==> config.mk <==
export PLATFORM = sky130hd
export DESIGN_NAME = sound_write_scheduler
export DESIGN_NICKNAME = d
export VERILOG_FILES = /design/src/rtl/sound_write_scheduler.sv
export SDC_FILE = /design/constraint.sdc
export NUM_CORES = 1
export LEC_CHECK = 0
export BUFFER_PORTS_ARGS = -buffer_cell sky130_fd_sc_hd__buf_2
export CORE_MARGIN = 2
export CORE_UTILIZATION = 45
export CTS_CLUSTER_SIZE = 12
export DETAILED_ROUTE_END_ITERATION = 8
export PLACE_DENSITY = 0.66
export SLEW_MARGIN = 20
export SYNTH_ARGS = -nofsm -noshare
export SYNTH_HDL_FRONTEND = slang
export SYNTH_SLANG_ARGS = --single-unit
export TNS_END_PERCENT = 50
==> constraint.sdc <==
create_clock -name clk_in -period 5.7 [get_ports clk_in]
set_input_delay 0.285 -clock clk_in [delete_from_list [all_inputs] [get_ports clk_in]]
set_output_delay 0.285 -clock clk_in [all_outputs]
set_load 0.005 [all_outputs]
==> src/rtl/sound_write_scheduler.sv <==
// Host-to-generator write scheduler: master-count prescaler plus a write queue drained in the safe window.
// Optional feature: define SYNC_WRITE_EN to gate pops with the safe window (otherwise always open).
module sound_write_scheduler #(
    parameter int unsigned FIFO_DEPTH_LOG2 = 2,
    parameter int unsigned CLK_DIV         = 1
) (
    input  logic                       clk_in,
    input  logic                       reset_in,
    input  logic                       run_in,
    input  logic                       flush_in,
    input  logic                       host_valid_in,
    input  logic [5:0]                 host_addr_in,
    input  logic [15:0]                host_data_in,
    output logic                       host_ready_out,
    output logic [9:0]                 master_count_out,
    output logic [5:0]                 addr_out,
    output logic [15:0]                data_out,
    output logic                       data_valid_out,
    output logic                       sample_tick_out,
    output logic [FIFO_DEPTH_LOG2:0]   fifo_level_out
);

    localparam int unsigned DEPTH = 1 << FIFO_DEPTH_LOG2;
    localparam int unsigned LW    = FIFO_DEPTH_LOG2 + 1;
    localparam logic [7:0]    PRESC_MAX  = 8'(CLK_DIV - 1);
    localparam logic [LW-1:0] LEVEL_FULL = LW'(DEPTH);

    logic [7:0]                 r_presc;
    logic [9:0]                 r_count;
    logic                       r_tick;

    logic [5:0]                 r_mem_addr [DEPTH];
    logic [15:0]                r_mem_data [DEPTH];
    logic [FIFO_DEPTH_LOG2-1:0] r_wr_ptr;
    logic [FIFO_DEPTH_LOG2-1:0] r_rd_ptr;
    logic [LW-1:0]              r_level;

    logic [5:0]                 r_addr;
    logic [15:0]                r_data;
    logic                       r_valid;

    logic                       w_full;
    logic                       w_ready;
    logic                       w_window;
    logic                       w_push;
    logic                       w_pop;

`ifdef SYNC_WRITE_EN
    // Closed across the wrap region 0x3FF..0x00F while the counter is running.
    assign w_window = !run_in || ((r_count[9:4] != 6'd0) && (r_count != 10'h3FF));
`else
    assign w_window = 1'b1;
`endif

    assign w_full  = (r_level == LEVEL_FULL);
    assign w_ready = reset_in && !w_full;
    // Flush wins over both a simultaneous push and any pop.
    assign w_push  = host_valid_in && w_ready && !flush_in;
    assign w_pop   = !flush_in && (r_level != '0) && w_window;

    always_ff @(posedge clk_in or negedge reset_in) begin
        if (!reset_in) begin
            r_presc <= '0;
            r_count <= '0;
            r_tick  <= 1'b0;
        end else begin
            r_tick <= 1'b0;
            if (run_in) begin
                if (r_presc == PRESC_MAX) begin
                    r_presc <= '0;
                    r_count <= r_count + 10'd1;
                    r_tick  <= (r_count == 10'h3FF);
                end else begin
                    r_presc <= r_presc + 8'd1;
                end
            end
        end
    end

    always_ff @(posedge clk_in) begin
        if (w_push) begin
            r_mem_addr[r_wr_ptr] <= host_addr_in;
            r_mem_data[r_wr_ptr] <= host_data_in;
        end
    end

    always_ff @(posedge clk_in or negedge reset_in) begin
        if (!reset_in) begin
            r_wr_ptr <= '0;
            r_rd_ptr <= '0;
            r_level  <= '0;
        end else if (flush_in) begin
            r_wr_ptr <= '0;
            r_rd_ptr <= '0;
            r_level  <= '0;
        end else begin
            if (w_push) begin
                r_wr_ptr <= r_wr_ptr + 1'b1;
            end
            if (w_pop) begin
                r_rd_ptr <= r_rd_ptr + 1'b1;
            end
            if (w_push && !w_pop) begin
                r_level <= r_level + 1'b1;
            end else if (w_pop && !w_push) begin
                r_level <= r_level - 1'b1;
            end
        end
    end

    always_ff @(posedge clk_in or negedge reset_in) begin
        if (!reset_in) begin
            r_addr  <= '0;
            r_data  <= '0;
            r_valid <= 1'b0;
        end else begin
            r_valid <= w_pop;
            if (w_pop) begin
                r_addr <= r_mem_addr[r_rd_ptr];
                r_data <= r_mem_data[r_rd_ptr];
            end
        end
    end

    assign host_ready_out   = w_ready;
    assign master_count_out = r_count;
    assign addr_out         = r_addr;
    assign data_out         = r_data;
    assign data_valid_out   = r_valid;
    assign sample_tick_out  = r_tick;
    assign fifo_level_out   = r_level;

endmodule

* After elaboration in Yosys (flattened, before gate mapping) *
Memories as Yosys holds them, arrays and structs flattened. A register that Yosys moved wholly into a read port is not among the register bits.
Index checks and enable logic that the tools add are counted.

storage, ports and cells
  register bits = 27
  memory bits (writable) = 88
  input port bits = 27
  output and inout port bits = 38
  word-level logic and storage cells = 47
  memories kept = 2

memories
  name        words  width  rd ports  clocked after memory_dff  wr ports  RTL line  source
  r_mem_data  4      16     1         1                         1         33        logic [15:0] r_mem_data [DEPTH];
  r_mem_addr  4      6      1         1                         1         32        logic [5:0] r_mem_addr [DEPTH];

operators by class
  add/sub/neg operators = 6
  equality and inequality tests = 2
  muxes and demuxes = 12
  reduce and logical (&&, ||, !) cells = 18

operators with widths
  kind                     number
  $add A10 B1 Y10 const B  1
  $eq A10 B10 Y1 const B   1
  $mux W3                  3
  $add A8 B1 Y8 const B    1
  $logic_not A8 Y1         1
  $mux W2                  4
  $mux W8                  1
  $logic_and A1 B1 Y1      6
  $logic_not A1 Y1         6
  $reduce_bool A3 Y1       2
  $add A2 B1 Y2 const B    2
  $mux W1                  4
  $reduce_bool A2 Y1       2
  $add A3 B1 Y3 const B    1
  $eq A3 B3 Y1 const B     1
  $sub A3 B1 Y3 const B    1
  $reduce_and A2 Y1        1

* Depth between registers and ports, before layout *
Gate-level depths: netlist of run 1.

  word-level depth = 10
  mapped depth = 9
  gate-level depth less buffers = 9

* Worst setup path after synthesis of run 1 *
No wires, ideal clock.

  path kind = reg-to-reg
  start point = reg r_level[1], in the netlist fifo_level_out[1]
  end point = reg r_level[1], in the netlist fifo_level_out[1]
  library setup time = 0.078 ns
  arrival = 2.084 ns
  required time = 5.622 ns
  setup slack = 3.537 ns
  stages on the path, launching flop included = 8
  path buffers = 0
  period minus slack after synthesis = 2.163 ns
  cell sequence = dfrtp_1 nor2_1 a21oi_1 nor2b_1 and2_1 fa_1 or3_1 a21oi_1

between the ends
  word-level cells in the longest chain between the ends = 8
  elaborated cells on any way between the ends = 17
  those cells by class = add/sub: 2; eq/ne: 1; mux: 3; reduce/logical: 11

RTL lines
  what                                                                   RTL line  source
  start: declaration                                                     36        logic [LW-1:0] r_level;
  start signal: assignment                                               104       r_level <= r_level + 1'b1;
  start signal: assignment                                               106       r_level <= r_level - 1'b1;
  parallel branches: the longest is 8 deep, another holds $sub A3 B1 Y3  -

Parallel ways; which one is timed is not known. The select of a mux whose other input is x is not followed.
A chain may end at the register's enable or synchronous reset.

* Worst setup path after layout of run 1 *
  start point = in reset_in
  end point = reg r_level[1], in the netlist fifo_level_out[1]

between the ends
  word-level cells in the longest chain between the ends = 6
  elaborated cells on any way between the ends = 9
  those cells by class = mux: 2; reduce/logical: 7

RTL lines
  what                                                            RTL line  source
  start: declaration                                              8         input logic reset_in,
  $logic_and A1 B1 Y1 (*)                                         56        assign w_ready = reset_in && !w_full;
  $logic_and A1 B1 Y1 (*) (2 in series)                           58        assign w_push = host_valid_in && w_ready && !flush_in;
  $logic_and A1 B1 Y1 / $logic_not A1 Y1 (equally long branches)  103, 105
  $mux W3 / $logic_and A1 B1 Y1 (equally long branches)           103, 105
  $mux W3 / $reduce_bool A3 Y1 (equally long branches)            -

Every way passes the cells marked *; elsewhere a longest branch is shown, timed or not.

==> results of run 1 <==
[power groups by stage]
stage	clock, mW	combinational (mW)	sequential (mW)
after floorplan	0	0.404	1.32
after global placement	0	0.538	1.37
after detailed placement	0	0.549	1.38
after CTS	1.09	0.551	1.36
after global routing	1.13	0.594	1.38
final	1.07	0.539	1.35
[sequential cells by signal (all words and copies together), names as in the netlist]
signal and cells:
r_mem_data 64, r_mem_addr 24, data_out 16, master_count_out 10, r_presc 8, addr_out 6
fifo_level_out 3, r_rd_ptr 2, r_wr_ptr 2, data_valid_out 1, sample_tick_out 1
[critical path, stage by stage]
cell     delay, ps
buf_2           80
buf_4          520
nand2_1        220
a21oi_1        330
nor2b_1        290
and2_1         180
fa_1           420
or3_1          380
a21oi_1        140
[path summary, 6_finish.rpt]
kind | endpoint | cells past startpoint | slack [ps]
min | data_out[4]$_DFFE_PN0P_ | 2 | 4
min in group clk_in | r_mem_data[1][7]$_DFFE_PP_ | 1 | 100
min reg2reg | data_out[7]$_DFFE_PN0P_ | 1 | 500
max reg2reg | fifo_level_out[1]$_DFFE_PN0P_ | 7 | 3310
max | fifo_level_out[1]$_DFFE_PN0P_ | 9 | 3140
max in group asynchronous | r_rd_ptr[0]$_DFFE_PN0P_ | 2 | 5220
[Yosys cell counts, types with 2 or more instances]
library cell,n
a21oi_1,4
and2_1,6
and3_1,3
buf_1,2
buf_2,2
buf_6,4
dfrtp_1,49
edfxtp_1,88
ha_1,7
inv_1,8
mux2_2,23
mux2i_1,3
mux4_2,22
nand2_1,7
nand3_1,5
nand4_1,5
nor2_1,9
nor2b_1,3
nor3_1,7
o21ai_0,2
xnor2_1,11
xor2_1,5
[stage by stage]
stage               setup slack (ps)  cell area, um^2  hold slack, ps   util  instances
finish                          3140             6440            3.94  0.557        524
global route                    2860             6440            64.3  0.557        524
CTS                             2910             6430            22.0  0.556        524
detailed placement              2480             5840             449  0.505        492
global placement                2600             5840             441  0.505        492
floorplan                       3540             5390           -10.6      -        292
[per-layer routing]
metal | vias up | routed length [um]
met3 | 4 | 363
met4 | 0 | 79
met5 | - | 0
met2 | 48 | 4630
li1 | 1271 | -
met1 | 1381 | 4000
[area by class of cell]
class / count / share of cell area
clock inverter: 12 / 0.0191
timing repair buffer: 66 / 0.0521
tap: 143 / 0.0278
multi-input combinational: 138 / 0.222
inverter: 8 / 0.00467
sequential: 137 / 0.601
clock buffer: 20 / 0.0727
[cells by family (layout without fill, tap and decap cells)]
kind of cell / count (synthesis) / after routing / synth area share
compound gates: 11 / 11 / 0.0125
xor+xnor: 16 / 16 / 0.0260
fa+ha+maj: 8 / 8 / 0.0200
buf+inv: 17 / 106 / 0.0179
flops: 137 / 137 / 0.718
mux: 48 / 48 / 0.146
simple gates: 55 / 55 / 0.0606
==> results.txt, run 1 <==
share of post-route cells with drive strength above 1 - 0.399
cell-internal power - 2.21 mW
CTS clk-pin slew, worst paths - 60 ps
Detailed Place HPWL - 5.78 mm
ys async rst share - 0.358
Buffers on Ports - 64
post-CTS setup buffer count - 0
final hold vios - 0
PwrDens - 460 nW/um^2
crit path kind - primary input to flop
clock share of power - 0.361
via/cell ratio - 5.16
Reg2Reg Launch Point - fifo_level_out[1]$_DFFE_PN0P_
post-route ant nets - 0
first-pass GRT wire length - 15.0 mm
number of max-cap violations - 0
Synth-to-Final Area Change - 19.4%
Die Height - 113 um
FF/Latch Area - 3870 um^2
FMAX - 391 MHz
Placeable Area - 11600 um^2
starting density of the core - 0.466
Worst-Skew Late Latency - 400 ps
# hold bufs at CTS - 0
crit share post-route - 0.448
RSZ-0062 raised after global routing - no
Top FF cell, synth - edfxtp_1
drt total wl - 9.08 mm
LEAKAGE - 2.48 nW
critical path endpoint category - flop
Post-Syn Area per Cell - 18.5 um^2
global routing usage on met1 - 0.205
FF+latch count, synth - 137
largest net degree at the start of global routing - 53
Slew headroom - 0.275
DR iter-0 viols - 153
ant diodes - 0
clock sink count - 137
global route overflow - 0
htree depth - 4
actual slew at the worst max-slew pin - 1090 ps
placer congestion estimate - 0.721
Total Routing Usage GR - 0.157
synth unique cells - 39
Root Buffer - clkbuf_16
register area share after synthesis - 0.718
NumNets Final - 403
Synth top area share - 0.490
antenna violations before repair - 0
sw frac - 0.255
drt pass-1 iters - 4
combinational power share - 0.182
Die ar. - 12900 um^2
Row Count - 39
FILL cells - 905
Synth Warn # - 0
Post-Syn Instances - 292
Pins Over Slew Limit - 0
Die X - 113 um
peak supply drop - 216 uV
Post-Syn Nets - 327
crit path launch type - primary input
Sw Pwr - 0.756 mW
Post-CTS Resized - 0
drt drc - 0
wire per inst - 17.3 um
DR vias - 2704
total negative setup slack - 0 ps
worst hold path class - primary input to asynchronous set/reset pin
critical-path maximum fanout - 52
cell taking the most area after synthesis - edfxtp_1
top cells by area, synth - edfxtp_1 49%, dfrtp_1 23%, mux4_2 9.2%
GRT busiest layer - met2
Ports - 65
most frequent cells in the layout - 88 x edfxtp_1, 64 x buf_2, 48 x dfrtp_1, 23 x mux2_2, 22 x mux4_2
Multi-input gate area - 1430 um^2
Crit path required time - 6030 ps
setup clock skew after layout - 9.11 ps
CTS tree - yes
CTS Buf Count - 17
M2 GR Usage - 0.251
Overall Power - 2.96 mW
vias in the first global route - 2839
status - completed
setup violators final - 0
CTS Buffer Depth - 2
GR Layer Usage met3 - 0.0430
leading cell type in the layout, fill and taps excluded - edfxtp_1
Crit. Startpoint - reset_in
crit path time final - 2560 ps
Post-synth EDFFs - 88
CP Data Arrival Time - 2880 ps
Reg power frac - 0.457
Syn Std Cell Area - 5390 um^2
Power figures use the tool's default switching activity.
==> inputs of run 2 (changes only) <==
- clock period: 5.7 -> 2.45 ns (I/O delays scaled with it)
==> run 2 against run 1 <==
  * Sequential power rose by 130%
  * Via count rose by 7.3%
  * Flip-flop and latch count did not move
  * Setup slack got worse by 3000 ps
  * Critical path depth fell by 2
  * Clock power rose by 140%
  * Sequential share of layout area fell by 3.2 points
  * Register-to-register slack got worse by 3100 ps
==> results.txt, run 2 (same netlist as run 1, synthesis figures left out) <==
ant diodes - 0 (unchanged)
leading cell type in the layout, fill and taps excluded - edfxtp_1
Detailed Place HPWL - 6.42 mm (+11%)
Total Routing Usage GR - 0.170 (+0.0128)
Crit. Startpoint - fifo_level_out[1]$_DFFE_PN0P_
via/cell ratio - 5.18 (+0.39%)
Slew headroom - 0.539 (+0.264)
Worst-Skew Late Latency - 410 ps (about the same)
post-CTS setup buffer count - 0 (unchanged)
DR iter-0 viols - 172 (+12%)
crit path kind - flop to flop
first-pass GRT wire length - 16.1 mm (+7.6%)
crit path launch type - flop
capture point of the worst path - fifo_level_out[1]$_DFFE_PN0P_
global route overflow - 0 (unchanged)
Reg2Reg Launch Point - fifo_level_out[1]$_DFFE_PN0P_
Crit path required time - 2780 ps (-3250 ps)
most frequent cells in the layout - 88 x edfxtp_1, 64 x buf_2, 48 x dfrtp_1, 23 x mux2_2, 23 x dlygate4sd3_1
largest reg by FF count - r_mem_data
Pins Over Slew Limit - 0 (unchanged)
CP Data Arrival Time - 2620 ps (-260 ps)
LEAKAGE - 2.65 nW (+6.8%)
Row Count - 39 (unchanged)
Post-CTS Resized - 0 (unchanged)
setup violators final - 0 (unchanged)
Ports - 65 (unchanged)
status - completed
Die X - 113 um (unchanged)
actual slew at the worst max-slew pin - 691 ps (-396 ps)
starting density of the core - 0.466 (unchanged)
antenna violations before repair - 0 (unchanged)
drt drc - 0 (unchanged)
worst hold path class - primary input to flop
DR vias - 2901 (+7.3%)
NumNets Final - 439 (+8.9%)
peak supply drop - 644 uV (+200%)
clock sink count - 137 (unchanged)
PwrDens - 1040 nW/um^2 (+130%)
share of post-route cells with drive strength above 1 - 0.379 (-0.0201)
FILL cells - 843 (-6.9%)
drt total wl - 9.99 mm (+10%)
max FFs per register - 64 (unchanged)
post-route ant nets - 0 (unchanged)
setup clock skew after layout - 7.89 ps (-1.21 ps)
largest net degree at the start of global routing - 52 (-1.9%)
CTS clk-pin slew, worst paths - 50 ps (about the same)
Die ar. - 12900 um^2 (unchanged)
vias in the first global route - 3089 (+8.8%)
R2R depth - 7 (unchanged)
final hold vios - 0 (unchanged)
Core Util, Final - 0.588 (+0.0311)
CTS Buffer Depth - 2 (unchanged)
Root Buffer - clkbuf_16
drt pass-1 iters - 4 (unchanged)
wire per inst - 17.8 um (+3.0%)
Synth-to-Final Area Change - 26.0%
critical path endpoint category - flop
RSZ-0062 raised after global routing - no
Placeable Area - 11600 um^2 (unchanged)
number of max-cap violations - 0 (unchanged)
CTS Buf Count - 17 (unchanged)
total negative setup slack - 0 ps (unchanged)
Die Height - 113 um (unchanged)
Worst R2R Setup Slack - 160 ps (-3150 ps)
crit share post-route - 0.935
placer congestion estimate - 0.803 (+11%)
htree depth - 4 (unchanged)
CTS tree - yes
FMAX - 437 MHz
critical-path maximum fanout - 7 (-87%)
Buffers on Ports - 64 (unchanged)
# hold bufs at CTS - 23 (+23)
crit path time final - 2290 ps
worst reg2reg path endpoint - fifo_level_out[1]$_DFFE_PN0P_
-- run 2: stage by stage --
stage	cell area, um^2	setup WS, ps	std cells	total power, mW	hold WS, ps
floorplan	5390	287	292	4.00	-173
global placement	5960	263	505	4.51	338
detailed placement	5960	221	505	4.56	339
CTS	6800	174	560	7.18	0.799
global route	6800	33.8	560	7.44	24.2
finish	6800	160	560	7.09	25.1
-- run 2: per-layer routing --
metal	vias up	part of all wire	GRT usage
met3	11	0.043	0.0685
met5	-	0	0
met4	0	0.013	0.0512
met1	1485	0.45	0.217
li1	1347	-	-
met2	58	0.49	0.271
-- run 2: area by class of cell --
type | count | area, um^2 | area share
flip-flops and latches | 137 | 3870 | 0.570
multi-input cells | 138 | 1430 | 0.210
repair buffers | 102 | 688 | 0.101
clock buffers | 25 | 485 | 0.0714
well taps | 143 | 179 | 0.0263
clock inverters | 7 | 116 | 0.0171
inverters | 8 | 30.0 | 0.00442
-- run 2: report_power, final --
part	internal (mW)	switching (mW)
registers	2.79	0.255
logic	0.842	0.630
clock network	1.68	0.893
total	5.31	1.78
-- run 2: worst min-delay path by stage --
stage	startpoint	end	slack (ps)	cells after the start
floorplan	reset_in	addr_out[0]$_DFFE_PN0P_	-170	0
detailed placement	host_data_in[0]	r_mem_data[0][0]$_DFFE_PP_	340	1
global placement	host_data_in[0]	r_mem_data[2][0]$_DFFE_PP_	340	1
global route	flush_in	fifo_level_out[1]$_DFFE_PN0P_	20	2
finish	flush_in	r_rd_ptr[1]$_DFFE_PN0P_	30	2
CTS	flush_in	r_rd_ptr[1]$_DFFE_PN0P_	0.8	2
-- run 2: critical path: stages, from the launching register on --
cell	delay [ps]
dfrtp_1	460
nor2_1	130
a21oi_1	310
nor2b_1	210
and2_1	160
fa_1	420
or3_1	380
a21oi_1	150
==> inputs of run 3 (changes only) <==
- MAX_ROUTING_LAYER: default -> met4
- REMOVE_ABC_BUFFERS: default -> 1
- SLEW_MARGIN: 20 -> default
==> run 3 against run 2 <==
  * First-iteration DRC count is 19% lower
  * Wire length is 7.3% lower
  * Setup slack better by 38 ps
  * Power is 3.9% lower
  * Flip-flop and latch count stayed put
  * Clock power is 8.6% lower
  * Non-clock buffer count is 3 lower
  * Global-route usage is 0.76 points lower
  * Clock-buffer cell count is 7 lower
  * Sequential power hardly changed
  * Critical endpoint unchanged
  * Largest cell class unchanged
  * Highest routed layer unchanged
==> results.txt, run 3 (same netlist as run 1, synthesis figures left out) <==
critical path endpoint category - flop
Min Hold Slack - 51.2 ps (+26.1 ps)
Placeable Area - 11600 um^2 (unchanged)
critical-path maximum fanout - 7 (unchanged)
share of post-route cells with drive strength above 1 - 0.379 (about the same)
DR vias - 2821 (-2.8%)
CTS clk-pin slew, worst paths - 60 ps (about the same)
Worst path max stage delay - 460 ps (about the same)
post-CTS setup buffer count - 0 (unchanged)
NumNets Final - 436 (-0.68%)
RSZ-0062 raised after global routing - no
vias in the first global route - 2923 (-5.4%)
Die X - 113 um (unchanged)
Pins Over Slew Limit - 0 (unchanged)
Crit. Startpoint - fifo_level_out[1]$_DFFE_PN0P_
largest net degree at the start of global routing - 52 (unchanged)
PwrDens - 1010 nW/um^2 (-2.8%)
placer congestion estimate - 0.774 (-3.6%)
via/cell ratio - 5.06 (-2.2%)
Row Count - 39 (unchanged)
crit path kind - flop to flop
Worst-Skew Late Latency - 410 ps (about the same)
critical-path cell list - nor2_1, a21oi_1, nor2b_1, and2_1, fa_1, or3_1, a21oi_1
LEAKAGE - 2.60 nW (-1.9%)
Total Routing Usage GR - 0.162 (-0.00763)
FMAX - 444 MHz (+1.7%)
CP Data Arrival Time - 2590 ps (-30 ps)
most frequent cells in the layout - 88 x edfxtp_1, 64 x buf_2, 48 x dfrtp_1, 24 x dlygate4sd3_1, 23 x mux2_2
antenna violations before repair - 0 (unchanged)
peak supply drop - 480 uV (-25%)
starting density of the core - 0.466 (unchanged)
hold_sp - run_in
# hold bufs at CTS - 24 (+4.3%)
htree depth - 4 (unchanged)
Crit path required time - 2780 ps (about the same)
drt pass-1 iters - 4 (unchanged)
Slew headroom - 0.556 (+0.0169)
clock sink count - 137 (unchanged)
Die ar. - 12900 um^2 (unchanged)
setup violators final - 0 (unchanged)
Die Height - 113 um (unchanged)
Buffers on Ports - 64 (unchanged)
CTS tree - yes
wire per inst - 16.6 um (-6.8%)
DR iter-0 viols - 140 (-19%)
worst hold path class - primary input to flop
Core Util, Final - 0.581 (-0.00692)
Post-CTS Resized - 0 (unchanged)
crit path launch type - flop
Root Buffer - clkbuf_16
Reg2Reg Launch Point - fifo_level_out[1]$_DFFE_PN0P_
final hold vios - 0 (unchanged)
max FFs per register - 64 (unchanged)
crit share post-route - 0.919 (-0.0154)
global route overflow - 0 (unchanged)
number of max-cap violations - 0 (unchanged)
CP max stage cell - dfrtp_1
ant diodes - 0 (unchanged)
Detailed Place HPWL - 5.61 mm (-13%)
setup clock skew after layout - 7.21 ps (-0.681 ps)
post-route ant nets - 0 (unchanged)
actual slew at the worst max-slew pin - 666 ps (-25.3 ps)
crit path time final - 2250 ps (-37.6 ps)
drt total wl - 9.26 mm (-7.3%)
largest reg by FF count - r_mem_data
CTS Buffer Depth - 2 (unchanged)
Ports - 65 (unchanged)
drt drc - 0 (unchanged)
Synth-to-Final Area Change - 24.6%
leading cell type in the layout, fill and taps excluded - edfxtp_1
status - completed
CTS Buf Count - 17 (unchanged)
Most common cell on crit path - a21oi_1
total negative setup slack - 0 ps (unchanged)
first-pass GRT wire length - 15.0 mm (-7.3%)
run 3: cell types whose count changed in the layout (fill, tap and decap cells not counted), sizes merged:
cell | before | now
inv | 8 | 10
clkbuf | 25 | 18
buf | 79 | 75
bufinv | 3 | 1
dlygate4sd3 | 23 | 24
clkinv | 3 | 7
clkinvlp | 1 | 4
run 3: worst max-delay path, delay by kind of cell (launching register included):
kind / cells / cell delay, ps
DFF: 1 / 460
adders and majority gates: 1 / 420
and+or+nand+nor: 4 / 860
AOI/OAI and AO/OA: 2 / 430
run 3: worst paths after layout:
check	slack [ps]	cells after the start	endpoint
max in group asynchronous	1530	3	r_rd_ptr[0]$_DFFE_PN0P_
setup / recovery	200	7	fifo_level_out[1]$_DFFE_PN0P_
hold reg to reg	500	1	addr_out[5]$_DFFE_PN0P_
min in group asynchronous	430	3	sample_tick_out$_DFF_PN0_
setup reg to reg	200	7	fifo_level_out[1]$_DFFE_PN0P_
hold / removal	50	2	r_presc[0]$_DFFE_PN0P_
run 3: final cells by class:
type	count	area, um^2
fillers	884	4850
flip-flops and latches	137	3870
multi-input cells	138	1430
repair buffers	99	656
clock buffers	18	429
well taps	143	179
clock inverters	14	125
inverters	8	30.0
run 3: routing by layer:
metal / track usage / part of all wire / vias up
li1: - / - / 1341
met1: 0.190 / 0.42 / 1426
met2: 0.269 / 0.53 / 45
met3: 0.0430 / 0.029 / 9
met4: 0.0659 / 0.015 / 0
met5: - / 0 / -
run 3: per-stage QoR:
| step | setup slack [ps] | power (mW) | area (um^2) | cells |
|---|---|---|---|---|
| 3_3_place_gp | 266 | 4.47 | 5920 | 501 |
| 5_1_grt | 49.3 | 7.18 | 6720 | 557 |
| 3_5_place_dp | 203 | 4.51 | 5920 | 501 |
| 6_report | 198 | 6.82 | 6720 | 557 |
| 2_1_floorplan | 288 | 3.94 | 5330 | 283 |
| 4_1_cts | 187 | 6.92 | 6720 | 557 |
run 3: report_power, final:
group | switching [mW] | internal (mW)
clock | 0.949 | 1.40
sequential | 0.269 | 2.79
combinational | 0.587 | 0.823
